### src/rtl/time_entry.sv
// time_entry: keypad time-entry controller for a three-digit BCD countdown timer.
// Collects up to three BCD digits (M:SS entry, shifting left), validates the entry on start,
// drives a one-cycle active-low parallel load into the timer chain, then waits for the chain
// to report completion.
//
// Ports
//   clk        in   system clock, rising edge
//   clrn       in   asynchronous active-low reset
//   key        in   [3:0] BCD digit, sampled when key_valid=1
//   key_valid  in   one-cycle strobe: new digit on key
//   start      in   one-cycle strobe: load entered time into the timer
//   cancel     in   one-cycle strobe: discard entry / abort cook
//   timer_done in   level from countdown chain, 1 when all digits are zero
//   sec_ones   out  [3:0] units-of-seconds load value
//   sec_tens   out  [3:0] tens-of-seconds load value
//   min_ones   out  [3:0] minutes load value
//   loadn      out  active-low load strobe, low only in LOAD
//   busy       out  1 in LOAD or RUN
//   err        out  registered one-cycle pulse on a rejected start
module time_entry (
  input  logic       clk,
  input  logic       clrn,
  input  logic [3:0] key,
  input  logic       key_valid,
  input  logic       start,
  input  logic       cancel,
  input  logic       timer_done,
  output logic [3:0] sec_ones,
  output logic [3:0] sec_tens,
  output logic [3:0] min_ones,
  output logic       loadn,
  output logic       busy,
  output logic       err
);

  typedef enum logic [1:0] {StIdle, StEntry, StLoad, StRun} state_e;

  state_e     r_state, w_state_next;
  logic [3:0] r_sec_ones, w_sec_ones_next;
  logic [3:0] r_sec_tens, w_sec_tens_next;
  logic [3:0] r_min_ones, w_min_ones_next;
  logic [1:0] r_count, w_count_next;
  logic       r_cancel_pend, w_cancel_pend_next;
  logic       r_err, w_err_next;

  logic w_key_ok;
  logic w_start_ok;

  assign w_key_ok   = key_valid && (key <= 4'd9) && (r_count < 2'd3);
  // Seconds tens must be a legal mod-6 value and the entry must not be all zeros.
  assign w_start_ok = (r_sec_tens <= 4'd5) && (|{r_min_ones, r_sec_tens, r_sec_ones});

  always_ff @(posedge clk or negedge clrn) begin
    if (!clrn) begin
      r_state       <= StIdle;
      r_sec_ones    <= 4'd0;
      r_sec_tens    <= 4'd0;
      r_min_ones    <= 4'd0;
      r_count       <= 2'd0;
      r_cancel_pend <= 1'b0;
      r_err         <= 1'b0;
    end else begin
      r_state       <= w_state_next;
      r_sec_ones    <= w_sec_ones_next;
      r_sec_tens    <= w_sec_tens_next;
      r_min_ones    <= w_min_ones_next;
      r_count       <= w_count_next;
      r_cancel_pend <= w_cancel_pend_next;
      r_err         <= w_err_next;
    end
  end

  always_comb begin
    w_state_next       = r_state;
    w_sec_ones_next    = r_sec_ones;
    w_sec_tens_next    = r_sec_tens;
    w_min_ones_next    = r_min_ones;
    w_count_next       = r_count;
    w_cancel_pend_next = 1'b0;
    w_err_next         = 1'b0;

    case (r_state)
      StIdle, StEntry: begin
        // cancel > start > key_valid; the losing events are simply dropped.
        if (cancel) begin
          w_state_next    = StIdle;
          w_sec_ones_next = 4'd0;
          w_sec_tens_next = 4'd0;
          w_min_ones_next = 4'd0;
          w_count_next    = 2'd0;
        end else if (start) begin
          if (r_state == StEntry) begin
            if (w_start_ok) begin
              w_state_next = StLoad;
            end else begin
              w_err_next = 1'b1;
            end
          end
        end else if (w_key_ok) begin
          w_min_ones_next = r_sec_tens;
          w_sec_tens_next = r_sec_ones;
          w_sec_ones_next = key;
          w_count_next    = r_count + 2'd1;
          w_state_next    = StEntry;
        end
      end
      StLoad: begin
        // A cancel during the load strobe is honoured one cycle later, from RUN.
        w_state_next       = StRun;
        w_cancel_pend_next = cancel;
      end
      StRun: begin
        if (cancel || r_cancel_pend || timer_done) begin
          w_state_next    = StIdle;
          w_sec_ones_next = 4'd0;
          w_sec_tens_next = 4'd0;
          w_min_ones_next = 4'd0;
          w_count_next    = 2'd0;
        end
      end
      default: begin
        w_state_next = StIdle;
      end
    endcase
  end

  assign sec_ones = r_sec_ones;
  assign sec_tens = r_sec_tens;
  assign min_ones = r_min_ones;
  assign loadn    = (r_state != StLoad);
  assign busy     = (r_state == StLoad) || (r_state == StRun);
  assign err      = r_err;

endmodule

### config.mk
export PLATFORM = sky130hd
export DESIGN_NAME = time_entry
export DESIGN_NICKNAME = d
export VERILOG_FILES = /design/src/rtl/time_entry.sv
export SDC_FILE = /design/constraint.sdc
export NUM_CORES = 1
export LEC_CHECK = 0
export BUFFER_PORTS_ARGS = -buffer_cell sky130_fd_sc_hd__buf_2
export CAP_MARGIN = 20
export CORE_AREA = 5 5 46 48
export DETAILED_ROUTE_END_ITERATION = 10
export DIE_AREA = 0 0 51 53
export GPL_ROUTABILITY_DRIVEN = 1
export PLACE_DENSITY = 0.77
export SYNTH_ARGS = -nofsm -noshare
export SYNTH_HDL_FRONTEND = slang
export SYNTH_SLANG_ARGS = --single-unit
### constraint.sdc
create_clock -name clk -period 2.5 [get_ports clk]
set_input_delay 0.125 -clock clk [delete_from_list [all_inputs] [get_ports clk]]
set_output_delay 0.125 -clock clk [all_outputs]
set_load 0.01 [all_outputs]
==> reports/summary.txt, run 1 <==
Chip height -> 53 um
R2r startpoint -> r_count[0]$_DFFE_PN0P_
Layout fillers -> 148
Leakage -> 0.510 nW
Grt ovf -> 0
Maximum VDD drop -> 0.387 mV
Post-route ant nets -> 0
Post-Syn Nets -> 75
Syn. warnings -> 0
Detailed-route via count -> 612
Sequential-to-total area share from yosys stat -> 57.1%
DP Area -> 903 um^2
DRT iter0 DRCs -> 11
Tcrit/Tclk final -> 74.0%
TritonCTS clock tree -> yes
Most frequent cells in the layout -> 24 x buf_2, 18 x dfrtp_1, 9 x a22o_1, 4 x a22o_2
Critical Path Sink -> r_count[0]$_DFFE_PN0P_
Mapped cell area -> 790 um^2
Sum Neg Setup Slack -> 0 ns
Share of cells above drive strength 1 -> 41.1%
Crit path DAT -> 2.04 ns
H-tree lvl count -> 1
P per Cell Area -> 761 nW/um^2
Num CTS Buffers -> 3
Postcts setup bufs -> 0
DRC Markers -> 0
Status -> completed
Most common cell after layout, fill and taps aside -> buf_2
Minimum clock period -> 1.85 ns
FF-to-FF setup slack -> 0.65 ns
Combinational family with the most area after synthesis -> compound AO/OA/AOI/OAI gates
RSZ-0062 raised after global routing -> false
Vias in the first global route -> 574
Area growth from synthesis to layout -> 20.3%
Worst-path clk slew -> 0.10 ns
Largest net degree at the start of global routing -> 19
Relative slew slack -> 66.9%
Core area -> 1670 um^2
Synth Area in Simple Gates -> 13.9%
Row count -> 15
Synth Area in XOR/XNOR -> 0%
Fraction of synthesized area in multiplexers -> 1.43%
Drt wl/cell -> 15.3 um
Final count of hold timing violations -> 0
Setup Skew -> 0.00240 ns
Avg Inst Size Synth -> 12.3 um^2
DRT Wirelength -> 1.64 mm
RD Place Congestion -> 0.678
Cell count after synthesis -> 64
Max Slew Vio Count -> 0
Clock latency at the later pin of the worst-skew pair -> 0.29 ns
Slew at the pin with the worst max-slew slack -> 0.496 ns
Die footprint -> 2700 um^2
DR vias/cell -> 5.72
Root buffer cell -> clkbuf_4
Initial antenna violation count -> 0
GRT Resource Usage Total -> 13.6%
Max Cap Viol -> 0
Post-CTS Hold Fix Bufs -> 1
Worst setup path category -> register to register
Clk sinks -> 18
R2R Path End -> r_count[0]$_DFFE_PN0P_
Initial Utilization -> 47.3%
DPL Wire Length -> 1.20 mm
Crit start category -> register
Endpoints failing setup -> 0
HP Class -> primary input to register
DIE WIDTH -> 51 um
Adder-cell share of the synthesized area -> 1.58%
Crit. End Element -> register
Compound-cell area share of the yosys netlist -> 21.1%
Worst-case clock buffer depth -> 2
Post-route cell area -> 950 um^2
CTS resizes -> 0
Max Fclk -> 540 MHz
# port buffers -> 24
Hold_sp -> key[1]
Nets@finish -> 102
FF+latch count, synth -> 18
Post-synthesis cell type count -> 28
DR pass1 iterations -> 4
Io pins -> 25
Antenna diodes -> 0
Maximum fanout along the worst path -> 15
First-pass GRT wire length -> 2.72 mm
Req. time, crit path -> 2.69 ns
Worst-case reg-to-reg path depth -> 5
CP Launch Point -> r_count[0]$_DFFE_PN0P_
==> cell type report <==
type | count | area, um^2 | share of cell area, %
Timing Repair Buffer | 26 | 138 | 14.5
Tap cell | 17 | 21.3 | 2.24
Clock buffer | 4 | 36.3 | 3.82
Inverter | 1 | 3.75 | 0.395
Multi-Input combinational cell | 41 | 300 | 31.6
Sequential cell | 18 | 450 | 47.4
==> worst max-delay path: stages, from the launching register on <==
cell,delay (ns)
dfrtp_1,0.40
ha_1,0.21
nor2_2,0.09
a311oi_1,0.10
or3_1,0.59
mux2_2,0.35
==> Yosys cell counts <==
library cell	count	area, um^2
a22o_1	9	78.8
nor3_1	2	10.0
a21boi_0	1	7.51
buf_8	1	15.0
or3b_1	1	8.76
a311oi_1	1	8.76
mux2_2	1	11.3
a22o_2	4	40.0
o22ai_1	1	6.26
nor2_1	2	7.51
nand3_1	2	10.0
nor4_1	2	12.5
nor2_2	1	6.26
dfrtp_1	18	450
or2_2	1	6.26
buf_6	1	11.3
inv_1	1	3.75
ha_1	1	12.5
o32a_1	1	10.0
clkbuf_1	1	3.75
nor3b_2	1	12.5
or3_1	1	6.26
a21oi_1	2	10.0
o21ai_1	1	5.00
nor2b_1	1	6.26
and2_1	2	12.5
nand2_1	3	11.3
buf_2	1	5.00
==> state kept, by name, indices dropped and copies added (netlist names) <==
register / count
min_ones: 4
sec_ones: 4
sec_tens: 4
r_count: 2
r_state: 2
err: 1
r_cancel_pend: 1
==> kinds of logic (layout without fill, tap and decap cells) <==
family          count (synthesis)  count (layout)
compound gates                 20              20
simple gates                   19              19
flops                          18              18
buf+inv                         5              31
fa+ha+maj                       1               1
mux                             1               1
==> stage by stage <==
step	std cells	power (mW)	utilization (%)	setup WS [ns]	hold slack (ns)
6_report	107	0.722	56.9	0.650	0.0570
2_1_floorplan	64	0.527	-	0.812	-0.171
3_5_place_dp	102	0.551	54.1	0.670	0.0698
3_3_place_gp	102	0.543	54.1	0.712	0.0696
5_1_grt	107	0.769	56.9	0.558	0.0508
4_1_cts	107	0.729	56.9	0.648	0.0555
==> power breakdown <==
| group | total (mW) | switching [mW] | internal, mW |
|---|---|---|---|
| Clock | 0.176 | 0.0877 | 0.0888 |
| Combinational | 0.192 | 0.110 | 0.0815 |
| Sequential | 0.354 | 0.0311 | 0.323 |
| Total | 0.722 | 0.229 | 0.493 |
==> metal layers <==
metal | global-route usage (%) | share of wire [%]
met1 | 18.1 | 45
met2 | 21.9 | 48
met3 | 2.54 | 5.4
met4 | 5.38 | 1.5
met5 | 0 | 0
==> how the worst min path moves through the flow <==
| stage | to | slack, ns | cells after the start |
|---|---|---|---|
| final | sec_ones[1]$_DFFE_PN0P_ | 0.06 | 2 |
| after global routing | sec_ones[1]$_DFFE_PN0P_ | 0.05 | 2 |
| after CTS | sec_ones[1]$_DFFE_PN0P_ | 0.06 | 2 |
| after detailed placement | sec_tens[1]$_DFFE_PN0P_ | 0.07 | 1 |
| after global placement | sec_ones[1]$_DFFE_PN0P_ | 0.07 | 1 |
| after floorplan | err$_DFF_PN0_ | -0.17 | 0 |
No activity file was read; power rests on OpenSTA's default activity.
==> inputs of run 2 (changes only) <==
- CORE_AREA: 5 5 46 48 -> 5 5 49 51
- DIE_AREA: 0 0 51 53 -> 0 0 54 56
- PLACE_DENSITY: 0.77 -> 0.71
- clock period: 2.5 -> 1.6 ns (I/O delays scaled with it)
==> run 2 against run 1 <==
The run now ends with negative setup slack left. Sequential share of layout area decreased by 2.3 points. Critical path type unchanged. Register-to-register slack got worse by 0.69 ns. Clock power increased by 26%. Wire length increased by 6.3%. Fmax increased by 13%. Largest cell class unchanged. Critical endpoint unchanged. Via count increased by 6.9%. Non-clock buffer count increased by 5. Critical path depth increased by 1. Worst setup slack got worse by 0.69 ns. Design area increased by 5.1%.
==> reports/summary.txt, run 2 (synthesis results as in run 1) <==
Crit path cell chain -> ha_2 > nor2_2 > a311oi_1 > or3_1 > buf_6 > mux2_4
Maximum fanout along the worst path -> 15
Sum Neg Setup Slack -> -0.113 ns
H-tree lvl count -> 1
Worst setup path category -> register to register
Status -> finished, violations left
Placed Cells -> 116
First-pass GRT wire length -> 2.92 mm
Max Cap Viol -> 0
Io pins -> 25
Minimum clock period -> 1.64 ns
Grt ovf -> 0
TritonCTS clock tree -> yes
Nets@finish -> 107
Root buffer cell -> clkbuf_4
Clock latency at the later pin of the worst-skew pair -> 0.29 ns
Largest net degree at the start of global routing -> 19
DPL Wire Length -> 1.29 mm
Crit path DAT -> 1.82 ns
Core area -> 1900 um^2
Failing checks -> negative setup slack
Gate power share -> 33.6%
Die footprint -> 3020 um^2
Crit start category -> register
Leakage -> 0.528 nW
Area growth from synthesis to layout -> 26.5%
Sequential share of power -> 47.3%
Slowest cell on crit path -> dfrtp_1
Max Fclk -> 610 MHz
GRT Resource Usage Total -> 13.1%
Tcrit/Tclk final -> 102%
Crit. End Element -> register
Setup Skew -> 0.0104 ns
Max Slew Vio Count -> 0
Top delay family on crit path -> simple AND/OR/NAND/NOR gates
Drt wl/cell -> 14.4 um
Post-route ant nets -> 0
RD Place Congestion -> 0.809
Slew at the pin with the worst max-slew slack -> 0.395 ns
Vias in the first global route -> 643
Share of cells above drive strength 1 -> 43.6%
Net Sw Frac -> 32.2%
Detailed-route via count -> 654
P per Cell Area -> 1160 nW/um^2
Req. time, crit path -> 1.78 ns
Initial antenna violation count -> 0
Chip height -> 56 um
Buf/Inv on CP -> 1
Hold Worst Slack -> 0.0194 ns
HP Class -> primary input to register
DIE WIDTH -> 54 um
Most frequent cells in the layout -> 24 x buf_2, 18 x dfrtp_1, 9 x a22o_1, 4 x a22o_2, 4 x buf_4
Final count of hold timing violations -> 0
DRT Wirelength -> 1.75 mm
Row count -> 16
DRC Markers -> 0
Final setup margin -> -0.0385 ns
RSZ-0062 raised after global routing -> true
Total Power -> 1.16 mW
Power share of the clock group -> 19.1%
DR vias/cell -> 5.40
Worst-case clock buffer depth -> 2
Maximum VDD drop -> 0.466 mV
Most common cell after layout, fill and taps aside -> buf_2
Internal -> 784 uW
Clk sinks -> 18
Endpoints failing setup -> 5
CP max stage delay -> 0.39 ns
# port buffers -> 24
Relative slew slack -> 73.7%
Num CTS Buffers -> 3
Psw -> 373 uW
DR pass1 iterations -> 4
DRT iter0 DRCs -> 8
Worst-path clk slew -> 0.10 ns
Antenna diodes -> 0
Initial Utilization -> 41.5%
Postcts setup bufs -> 0
Final non-filler cell total -> 121
[run 2: what timing repair did]
action,4_1_cts,5_1_grt
resized for setup,2,0
pin swaps,0,0
hold endpoints to repair,19,0
gates cloned,0,0
hold buffers,2,0
endpoints found under the setup margin,10,15
[run 2: routing by layer]
| metal | vias to the layer above | part of all wire [%] | global-route usage, % |
|---|---|---|---|
| li1 | 300 | - | - |
| met1 | 332 | 42 | 15.6 |
| met2 | 18 | 52 | 21.3 |
| met3 | 4 | 3.3 | 2.41 |
| met4 | 0 | 2.3 | 7.47 |
| met5 | - | 0 | 0 |
[run 2: stage by stage]
step | utilization (%) | instance area (um^2) | worst slack (ns)
after floorplan | - | 792 | -0.0146
after global placement | 49.9 | 948 | -0.0157
after detailed placement | 49.9 | 948 | -0.0580
after CTS | 52.5 | 998 | -0.0443
after global routing | 52.5 | 998 | -0.0982
final | 52.5 | 998 | -0.0385
[run 2: power groups by stage]
stage	logic, mW	clock network (mW)	registers (mW)
global placement	0.360	0	0.551
floorplan	0.267	0	0.559
detailed placement	0.372	0	0.554
finish	0.389	0.221	0.547
global route	0.423	0.255	0.555
CTS	0.393	0.227	0.545
[run 2: area by class of cell]
| cell class | instances | area, um^2 |
|---|---|---|
| fill | 186 | 903 |
| sequential | 18 | 450 |
| inverter | 1 | 3.75 |
| timing repair buffer | 31 | 181 |
| clock buffer | 3 | 22.5 |
| multi-input combinational | 41 | 307 |
| tap | 27 | 33.8 |
[run 2: worst paths after layout]
path / slack, ns / endpoint / cells after the start / start
worst min-delay path: 0.02 / sec_ones[2]$_DFFE_PN0P_ / 2 / key[2]
worst min register to register: 0.53 / r_count[1]$_DFFE_PN0P_ / 1 / r_count[1]$_DFFE_PN0P_
worst max register to register: -0.04 / r_count[0]$_DFFE_PN0P_ / 6 / r_count[1]$_DFFE_PN0P_
min in group asynchronous: 0.22 / sec_tens[0]$_DFFE_PN0P_ / 2 / clrn
max in group asynchronous: 1.08 / min_ones[0]$_DFFE_PN0P_ / 2 / clrn
worst max-delay path: -0.04 / r_count[0]$_DFFE_PN0P_ / 6 / r_count[1]$_DFFE_PN0P_
[run 2: worst reg2reg max path, stage by stage, from the launching register on]
cell and delay [ns]:
dfrtp_1 0.39, ha_2 0.19, nor2_2 0.11, a311oi_1 0.09
or3_1 0.33, buf_6 0.16, mux2_4 0.26
